$ cat src/rtl/mac_acc_bank.sv
// Multi-channel pipelined multiply-accumulate bank with round/shift/saturate output stage.
// Latency: 4 cycles from an ic_last beat to the oc_valid strobe; one beat accepted per cycle.
// Backpressure: none; every beat is accepted; beats on ic_ch >= NCH are dropped.
//
// Ports:
//   ic_clk, ic_rst_n           clock, synchronous active-low reset
//   id_din, id_coef            signed sample and coefficient
//   ic_valid/first/last/sub/ch beat strobe, sum start/end, subtract select, channel index
//   od_dout, oc_valid, oc_ch, oc_sat   emitted result, strobe, channel, clip flag
module mac_acc_bank #(
    parameter int Win  = 24,
    parameter int Wc   = 27,
    parameter int Wacc = 64,
    parameter int Wout = 24,
    parameter int FRAC = 23,
    parameter int NCH  = 2,
    localparam int CHW = (NCH > 1) ? $clog2(NCH) : 1
) (
    input  logic            ic_clk,
    input  logic            ic_rst_n,
    input  logic [Win-1:0]  id_din,
    input  logic [Wc-1:0]   id_coef,
    input  logic            ic_valid,
    input  logic            ic_first,
    input  logic            ic_last,
    input  logic            ic_sub,
    input  logic [CHW-1:0]  ic_ch,
    output logic [Wout-1:0] od_dout,
    output logic            oc_valid,
    output logic [CHW-1:0]  oc_ch,
    output logic            oc_sat
);

    localparam int PW = Win + Wc;
    localparam logic [CHW:0] CH_LIM = (CHW + 1)'(NCH);
    // Rounding constant 2^(FRAC-1); zero when there is no fractional shift.
    localparam logic [Wacc:0] RND = (FRAC > 0) ? ((Wacc + 1)'(1) << ((FRAC > 0) ? FRAC - 1 : 0)) : '0;

    // S1: registered inputs
    logic                   s1_vld_d, s1_vld_q;
    logic signed [Win-1:0]  s1_din_d, s1_din_q;
    logic signed [Wc-1:0]   s1_coef_d, s1_coef_q;
    logic                   s1_first_d, s1_first_q;
    logic                   s1_last_d, s1_last_q;
    logic                   s1_sub_d, s1_sub_q;
    logic [CHW-1:0]         s1_ch_d, s1_ch_q;

    // S2: registered product
    logic signed [PW-1:0]   prod_full;
    logic                   s2_vld_d, s2_vld_q;
    logic signed [Wacc-1:0] s2_prod_d, s2_prod_q;
    logic                   s2_first_d, s2_first_q;
    logic                   s2_last_d, s2_last_q;
    logic                   s2_sub_d, s2_sub_q;
    logic [CHW-1:0]         s2_ch_d, s2_ch_q;

    // S3: accumulator read-modify-write
    logic signed [Wacc-1:0] acc_d [NCH];
    logic signed [Wacc-1:0] acc_q [NCH];
    logic signed [Wacc-1:0] acc_base, acc_new;
    logic                   s3_vld_d, s3_vld_q;
    logic signed [Wacc-1:0] s3_sum_d, s3_sum_q;
    logic [CHW-1:0]         s3_ch_d, s3_ch_q;

    // S4: output formatting
    logic signed [Wacc:0]   rnd_sum, shifted;
    logic [Wacc-Wout+1:0]   upper;
    logic                   clip;
    logic [Wout-1:0]        od_dout_d, od_dout_q;
    logic                   oc_valid_d, oc_valid_q;
    logic [CHW-1:0]         oc_ch_d, oc_ch_q;
    logic                   oc_sat_d, oc_sat_q;

    always_comb begin
        // Out-of-range channels never enter the pipeline.
        s1_vld_d   = ic_valid && ({1'b0, ic_ch} < CH_LIM);
        s1_din_d   = id_din;
        s1_coef_d  = id_coef;
        s1_first_d = ic_first;
        s1_last_d  = ic_last;
        s1_sub_d   = ic_sub;
        s1_ch_d    = ic_ch;

        prod_full  = s1_din_q * s1_coef_q;
        s2_vld_d   = s1_vld_q;
        s2_prod_d  = Wacc'(prod_full);
        s2_first_d = s1_first_q;
        s2_last_d  = s1_last_q;
        s2_sub_d   = s1_sub_q;
        s2_ch_d    = s1_ch_q;

        // Write-back lands before the next beat reads, so same-channel beats chain without a stall.
        acc_base = s2_first_q ? '0 : acc_q[s2_ch_q];
        acc_new  = s2_sub_q ? (acc_base - s2_prod_q) : (acc_base + s2_prod_q);
        acc_d    = acc_q;
        if (s2_vld_q) begin
            acc_d[s2_ch_q] = acc_new;
        end
        s3_vld_d = s2_vld_q && s2_last_q;
        s3_sum_d = acc_new;
        s3_ch_d  = s2_ch_q;

        // One guard bit so the rounding add cannot wrap at the top of the range.
        rnd_sum = {s3_sum_q[Wacc-1], s3_sum_q} + RND;
        shifted = rnd_sum >>> FRAC;
        // In range iff every bit from the output sign upward agrees.
        upper   = shifted[Wacc:Wout-1];
        clip    = !((&upper) || !(|upper));

        od_dout_d  = od_dout_q;
        oc_ch_d    = oc_ch_q;
        oc_sat_d   = oc_sat_q;
        oc_valid_d = s3_vld_q;
        if (s3_vld_q) begin
            oc_ch_d  = s3_ch_q;
            oc_sat_d = clip;
            if (!clip) begin
                od_dout_d = shifted[Wout-1:0];
            end else if (shifted[Wacc]) begin
                od_dout_d = {1'b1, {(Wout-1){1'b0}}};
            end else begin
                od_dout_d = {1'b0, {(Wout-1){1'b1}}};
            end
        end
    end

    always_ff @(posedge ic_clk) begin
        if (!ic_rst_n) begin
            s1_vld_q   <= 1'b0;
            s1_din_q   <= '0;
            s1_coef_q  <= '0;
            s1_first_q <= 1'b0;
            s1_last_q  <= 1'b0;
            s1_sub_q   <= 1'b0;
            s1_ch_q    <= '0;
            s2_vld_q   <= 1'b0;
            s2_prod_q  <= '0;
            s2_first_q <= 1'b0;
            s2_last_q  <= 1'b0;
            s2_sub_q   <= 1'b0;
            s2_ch_q    <= '0;
            for (int i = 0; i < NCH; i++) begin
                acc_q[i] <= '0;
            end
            s3_vld_q   <= 1'b0;
            s3_sum_q   <= '0;
            s3_ch_q    <= '0;
            od_dout_q  <= '0;
            oc_valid_q <= 1'b0;
            oc_ch_q    <= '0;
            oc_sat_q   <= 1'b0;
        end else begin
            s1_vld_q   <= s1_vld_d;
            s1_din_q   <= s1_din_d;
            s1_coef_q  <= s1_coef_d;
            s1_first_q <= s1_first_d;
            s1_last_q  <= s1_last_d;
            s1_sub_q   <= s1_sub_d;
            s1_ch_q    <= s1_ch_d;
            s2_vld_q   <= s2_vld_d;
            s2_prod_q  <= s2_prod_d;
            s2_first_q <= s2_first_d;
            s2_last_q  <= s2_last_d;
            s2_sub_q   <= s2_sub_d;
            s2_ch_q    <= s2_ch_d;
            acc_q      <= acc_d;
            s3_vld_q   <= s3_vld_d;
            s3_sum_q   <= s3_sum_d;
            s3_ch_q    <= s3_ch_d;
            od_dout_q  <= od_dout_d;
            oc_valid_q <= oc_valid_d;
            oc_ch_q    <= oc_ch_d;
            oc_sat_q   <= oc_sat_d;
        end
    end

    assign od_dout  = od_dout_q;
    assign oc_valid = oc_valid_q;
    assign oc_ch    = oc_ch_q;
    assign oc_sat   = oc_sat_q;

endmodule

$ cat config.mk
export PLATFORM = sky130hd
export DESIGN_NAME = mac_acc_bank
export DESIGN_NICKNAME = d
export VERILOG_FILES = /design/src/rtl/mac_acc_bank.sv
export SDC_FILE = /design/constraint.sdc
export NUM_CORES = 2
export LEC_CHECK = 0
export BUFFER_PORTS_ARGS = -buffer_cell sky130_fd_sc_hd__buf_2
export CAP_MARGIN = 20
export CORE_ASPECT_RATIO = 0.6
export CORE_UTILIZATION = 31
export DETAILED_ROUTE_END_ITERATION = 12
export GPL_TIMING_DRIVEN = 0
export PLACE_DENSITY_LB_ADDON = 0.12
export SKIP_CTS_REPAIR_TIMING = 1
export SLEW_MARGIN = 20
export SYNTH_ARGS = -nofsm -noshare
export SYNTH_HDL_FRONTEND = slang
export SYNTH_SLANG_ARGS = --single-unit
$ cat constraint.sdc
create_clock -name ic_clk -period 17.9 [get_ports ic_clk]
set_input_delay 1.79 -clock ic_clk [delete_from_list [all_inputs] [get_ports ic_clk]]
set_output_delay 1.79 -clock ic_clk [all_outputs]
set_load 0.1 [all_outputs]
==> impl_metrics.xml <==
<?xml version="1.0" encoding="UTF-8"?>
<metrics>
  <group name="layout">
    <metric name="area_growth_syn_to_layout" unit="%">10.2</metric>
    <metric name="n_fill_cell" unit="">13300</metric>
    <metric name="seqCellArea" unit="um2">6230</metric>
    <metric name="multi_input_comb_area" unit="um2">29800</metric>
    <metric name="fin_nets" unit="">5570</metric>
    <metric name="drive_gt1_share" unit="%">4.80</metric>
    <metric name="stdcell_area" unit="um2">43600</metric>
    <metric name="post-route-util" unit="%">34.4</metric>
  </group>
  <group name="logic_synthesis">
    <metric name="synth.yosys.seq_area_share" unit="%">15.7</metric>
    <metric name="asyncSetResetFlopFracSynth" unit="%">0</metric>
    <metric name="synth-adder-area-share" unit="%">40.6</metric>
    <metric name="average_cell_area_after_synthesis" unit="um2">8.77</metric>
    <metric name="dominantRegCellSynth" unit="">dfxtp_1</metric>
    <metric name="synth.most_common_cell" unit="">inv_1</metric>
    <metric name="yosysWarningCount" unit="">0</metric>
    <metric name="netlist_top_cells_area" unit="">fa_1 34%, dfxtp_1 16%, inv_1 6.7%, and2_1 6.6%, ha_1 6.5%</metric>
    <metric name="post_synth_xor_area_fraction" unit="%">3.96</metric>
    <metric name="synth_simple_gate_area_share" unit="%">19.0</metric>
    <metric name="ys_types" unit="">79</metric>
    <metric name="dominant_combinational_cell_family_by_area_after_synthesis" unit="">adder cells</metric>
    <metric name="syn_inst" unit="">4508</metric>
    <metric name="synthesized_area_fraction_occupied_by_ao_oa_aoi_and_oai_cells" unit="%">9.47</metric>
    <metric name="synth_fp_nets" unit="">5445</metric>
    <metric name="synth_enable_flop_cells" unit="">0</metric>
    <metric name="netlist.area_leader.share" unit="%">34.1</metric>
    <metric name="synth_top_cell_by_area" unit="">fa_1</metric>
    <metric name="syn-cell-area" unit="um2">39600</metric>
    <metric name="postSynthRegisterBits" unit="">311</metric>
    <metric name="synthMuxAreaShare" unit="%">2.28</metric>
    <metric name="ys_top_cells_by_count" unit="">704 x inv_1, 674 x fa_1, 543 x nand2_1</metric>
  </group>
  <group name="placed_design">
    <metric name="hpwlAfterDp" unit="mm">121</metric>
    <metric name="io_buffers" unit="">84</metric>
    <metric name="placement.cell_area" unit="um2">42100</metric>
    <metric name="place.gp.congestion" unit="">0.947</metric>
  </group>
  <group name="min_path">
    <metric name="worstHoldPathType" unit="">flip-flop to flip-flop</metric>
  </group>
  <group name="grt">
    <metric name="grt_antenna_before_repair" unit="">19</metric>
    <metric name="grt_start_max_net_pins" unit="">15</metric>
    <metric name="first_pass_grt_wire_length" unit="mm">217</metric>
    <metric name="first_global_vias" unit="">32200</metric>
    <metric name="grt.total_usage" unit="%">22.7</metric>
    <metric name="globalRoute.totalOverflow" unit="">0</metric>
  </group>
  <group name="die">
    <metric name="rows" unit="">101</metric>
    <metric name="initial_core_utilization" unit="%">31.3</metric>
    <metric name="ioPinCount" unit="">85</metric>
    <metric name="die_height" unit="um">279</metric>
    <metric name="placeable_area" unit="um2">126000</metric>
    <metric name="die_w" unit="um">463</metric>
    <metric name="dieArea" unit="um2">129000</metric>
  </group>
  <group name="setup_path">
    <metric name="crit_path_end" unit="">s2_prod_q[47]$_SDFF_PN0_</metric>
    <metric name="worst-r2r-setup-slack" unit="ps">8340</metric>
    <metric name="r2r_cells" unit="">23</metric>
    <metric name="crit_path_start" unit="">s1_din_q[3]$_SDFF_PN0_</metric>
    <metric name="critical_path.startpoint_type" unit="">flip-flop</metric>
    <metric name="critPathRequiredTime" unit="ps">18380</metric>
    <metric name="timing.critical_path.to_type" unit="">flip-flop</metric>
    <metric name="timing.critical_path.fanout_max" unit="">10</metric>
    <metric name="rr_startpoint" unit="">s1_din_q[3]$_SDFF_PN0_</metric>
    <metric name="worst_r2r_endpoint" unit="">s2_prod_q[47]$_SDFF_PN0_</metric>
    <metric name="criticalPathCategory" unit="">flip-flop to flip-flop</metric>
    <metric name="timing.critical_path.arrival" unit="ps">10040</metric>
  </group>
  <group name="power">
    <metric name="p_clk_share" unit="%">18.2</metric>
    <metric name="netSwitchingPower" unit="mW">2.42</metric>
    <metric name="ratio_of_total_power_to_cell_area" unit="nW/um2">114</metric>
    <metric name="pwr-share-seq" unit="%">18.1</metric>
    <metric name="power.share.switching" unit="%">48.6</metric>
    <metric name="p_int" unit="mW">2.56</metric>
    <metric name="p_leak" unit="nW">19.8</metric>
    <metric name="worst_ir_drop_vdd" unit="uV">106</metric>
    <metric name="p_total" unit="mW">4.97</metric>
    <metric name="combinational_share_of_power" unit="%">63.7</metric>
  </group>
  <group name="status">
    <metric name="run_status" unit="">finished clean</metric>
  </group>
  <group name="sta">
    <metric name="worst-slew-pin-transition" unit="ps">1220</metric>
    <metric name="timing.fmax" unit="GHz">0.105</metric>
    <metric name="fin_tns_setup" unit="ps">0</metric>
    <metric name="timing_hold_violations_final" unit="">0</metric>
    <metric name="final.min_clock_period" unit="ps">9560</metric>
    <metric name="hold_ws" unit="ps">433</metric>
    <metric name="grt_setup_unrepaired" unit="">no</metric>
    <metric name="period_share" unit="%">53.4</metric>
    <metric name="finalClockSkew" unit="ps">61.1</metric>
    <metric name="final_number_of_setup_violating_endpoints" unit="">0</metric>
    <metric name="pins_over_slew_limit" unit="">0</metric>
    <metric name="slew-limit-headroom" unit="%">18.1</metric>
  </group>
  <group name="routing">
    <metric name="wire_per_inst" unit="um">22.7</metric>
    <metric name="wl" unit="mm">144</metric>
    <metric name="firstDrtPassIters" unit="">6</metric>
    <metric name="drt_drc" unit="">0</metric>
    <metric name="vias" unit="">31500</metric>
    <metric name="routed_via_density" unit="">4.95</metric>
    <metric name="count_of_routing_violations_after_the_opening_detailed_route_iteration" unit="">2943</metric>
    <metric name="detail-route-antenna-nets" unit="">0</metric>
  </group>
  <group name="clocking">
    <metric name="root_buffer_cell" unit="">clkbuf_16</metric>
    <metric name="clk-insertion-delay-late" unit="ps">630</metric>
    <metric name="h-tree-depth" unit="">2</metric>
    <metric name="cts_made_buffers" unit="">38</metric>
    <metric name="cts_tree" unit="">done</metric>
    <metric name="path_clk_slew" unit="ps">70</metric>
    <metric name="clk_path_buf_depth" unit="">3</metric>
    <metric name="clock_sinks" unit="">311</metric>
  </group>
  <group name="flow_run">
    <metric name="cap_violations" unit="">0</metric>
  </group>
</metrics>
==> power by group through the flow <==
stage	Clock (mW)	Sequential (mW)	Combinational, mW
5_1_grt	0.955	0.912	3.62
3_3_place_gp	0	0.912	3.15
2_1_floorplan	0	0.874	2.30
4_1_cts	0.931	0.898	3.17
3_5_place_dp	0	0.911	3.15
6_report	0.904	0.900	3.17
==> sequential cells by signal (all words and copies together), names as in the netlist <==
signal,flops
s2_first_q,1
s1_sub_q,1
s1_coef_q,27
s3_sum_q,42
acc_q,128
s2_sub_q,1
s1_ch_q,1
oc_ch,1
s1_din_q,24
s2_last_q,1
oc_valid_d,1
s2_vld_q,1
oc_valid,1
s1_vld_q,1
s3_ch_q,1
s1_first_q,1
oc_sat,1
od_dout,24
s2_ch_q,1
s2_prod_q,51
s1_last_q,1
==> cells by family after synthesis <==
logic type | Yosys count
AND/OR/NAND/NOR | 1542
XOR/XNOR | 179
multiplexers | 89
adder cells (fa/ha/maj) | 879
AO/OA/AOI/OAI | 574
buffers and inverters | 934
flip-flops | 311
==> cell usage in the layout, fill, tap and decap left out, drive strengths merged, types with 11 or more instances in the layout <==
| cell type | instances |
|---|---|
| o21bai | 19 |
| o21ai | 86 |
| a31oi | 23 |
| inv | 709 |
| xor2 | 54 |
| and3 | 18 |
| clkbuf | 254 |
| o21a | 14 |
| or3 | 18 |
| a311oi | 25 |
| and2 | 420 |
| nand4 | 36 |
| buf | 105 |
| mux2i | 84 |
| a211oi | 27 |
| nor4 | 17 |
| a21oi | 236 |
| ha | 205 |
| nor2b | 14 |
| dfxtp | 311 |
| a21boi | 11 |
| fa | 674 |
| nand3 | 55 |
| a21o | 59 |
| nand2b | 31 |
| xnor2 | 125 |
| nor3 | 30 |
| nand2 | 543 |
| nor2 | 326 |
==> final cells by class <==
cell class / count / area share, %
diodes: 9 / 0.0517
multi-input cells: 3263 / 68.4
repair buffers: 85 / 0.991
well taps: 1699 / 4.88
flip-flops and latches: 311 / 14.3
clock inverters: 24 / 0.904
inverters: 705 / 6.07
clock buffers: 45 / 2.36
plain buffers: 229 / 2.06
==> critical path, stage by stage, from the launching register on <==
cell and delay, ps:
dfxtp_1 310, clkbuf_1 850, clkbuf_1 610, nand2_1 220
fa_1 720, fa_1 490, fa_1 460, fa_1 520
fa_1 570, inv_1 60, fa_1 490, inv_1 60
fa_1 540, inv_1 60, ha_1 500, nand4_1 160
o21ai_0 210, a21oi_1 180, or4_1 630, a21o_1 310
o311a_1 360, nor3_1 670, a41oi_1 260, mux2i_1 170
==> per-stage QoR <==
step / worst slack (ps) / std cells
5_1_grt: 7960 / 6362
6_report: 8340 / 6370
4_1_cts: 8470 / 6360
2_1_floorplan: 10820 / 4508
3_5_place_dp: 8530 / 6291
3_3_place_gp: 8510 / 6291
==> routing by layer <==
| layer | track usage (%) | routed length (um) |
|---|---|---|
| met2 | 29.4 | 52400 |
| met5 | 0 | 0 |
| met3 | 5.13 | 13500 |
| met1 | 37.8 | 77000 |
| met4 | 2.62 | 1490 |
==> worst min path at each step <==
stage / slack, ps / cells past startpoint / end / startpoint
3_5_place_dp: 430 / 1 / s2_vld_q$_SDFF_PN0_ / s1_vld_q$_SDFF_PN0_
2_1_floorplan: 410 / 1 / s2_ch_q$_SDFF_PN0_ / s1_ch_q$_SDFF_PN0_
5_1_grt: 450 / 1 / s2_ch_q$_SDFF_PN0_ / s1_ch_q$_SDFF_PN0_
4_1_cts: 440 / 1 / s2_ch_q$_SDFF_PN0_ / s1_ch_q$_SDFF_PN0_
3_3_place_gp: 430 / 1 / s2_first_q$_SDFF_PN0_ / s1_first_q$_SDFF_PN0_
6_report: 430 / 1 / s2_ch_q$_SDFF_PN0_ / s1_ch_q$_SDFF_PN0_
(Power assumes the default switching activity.)
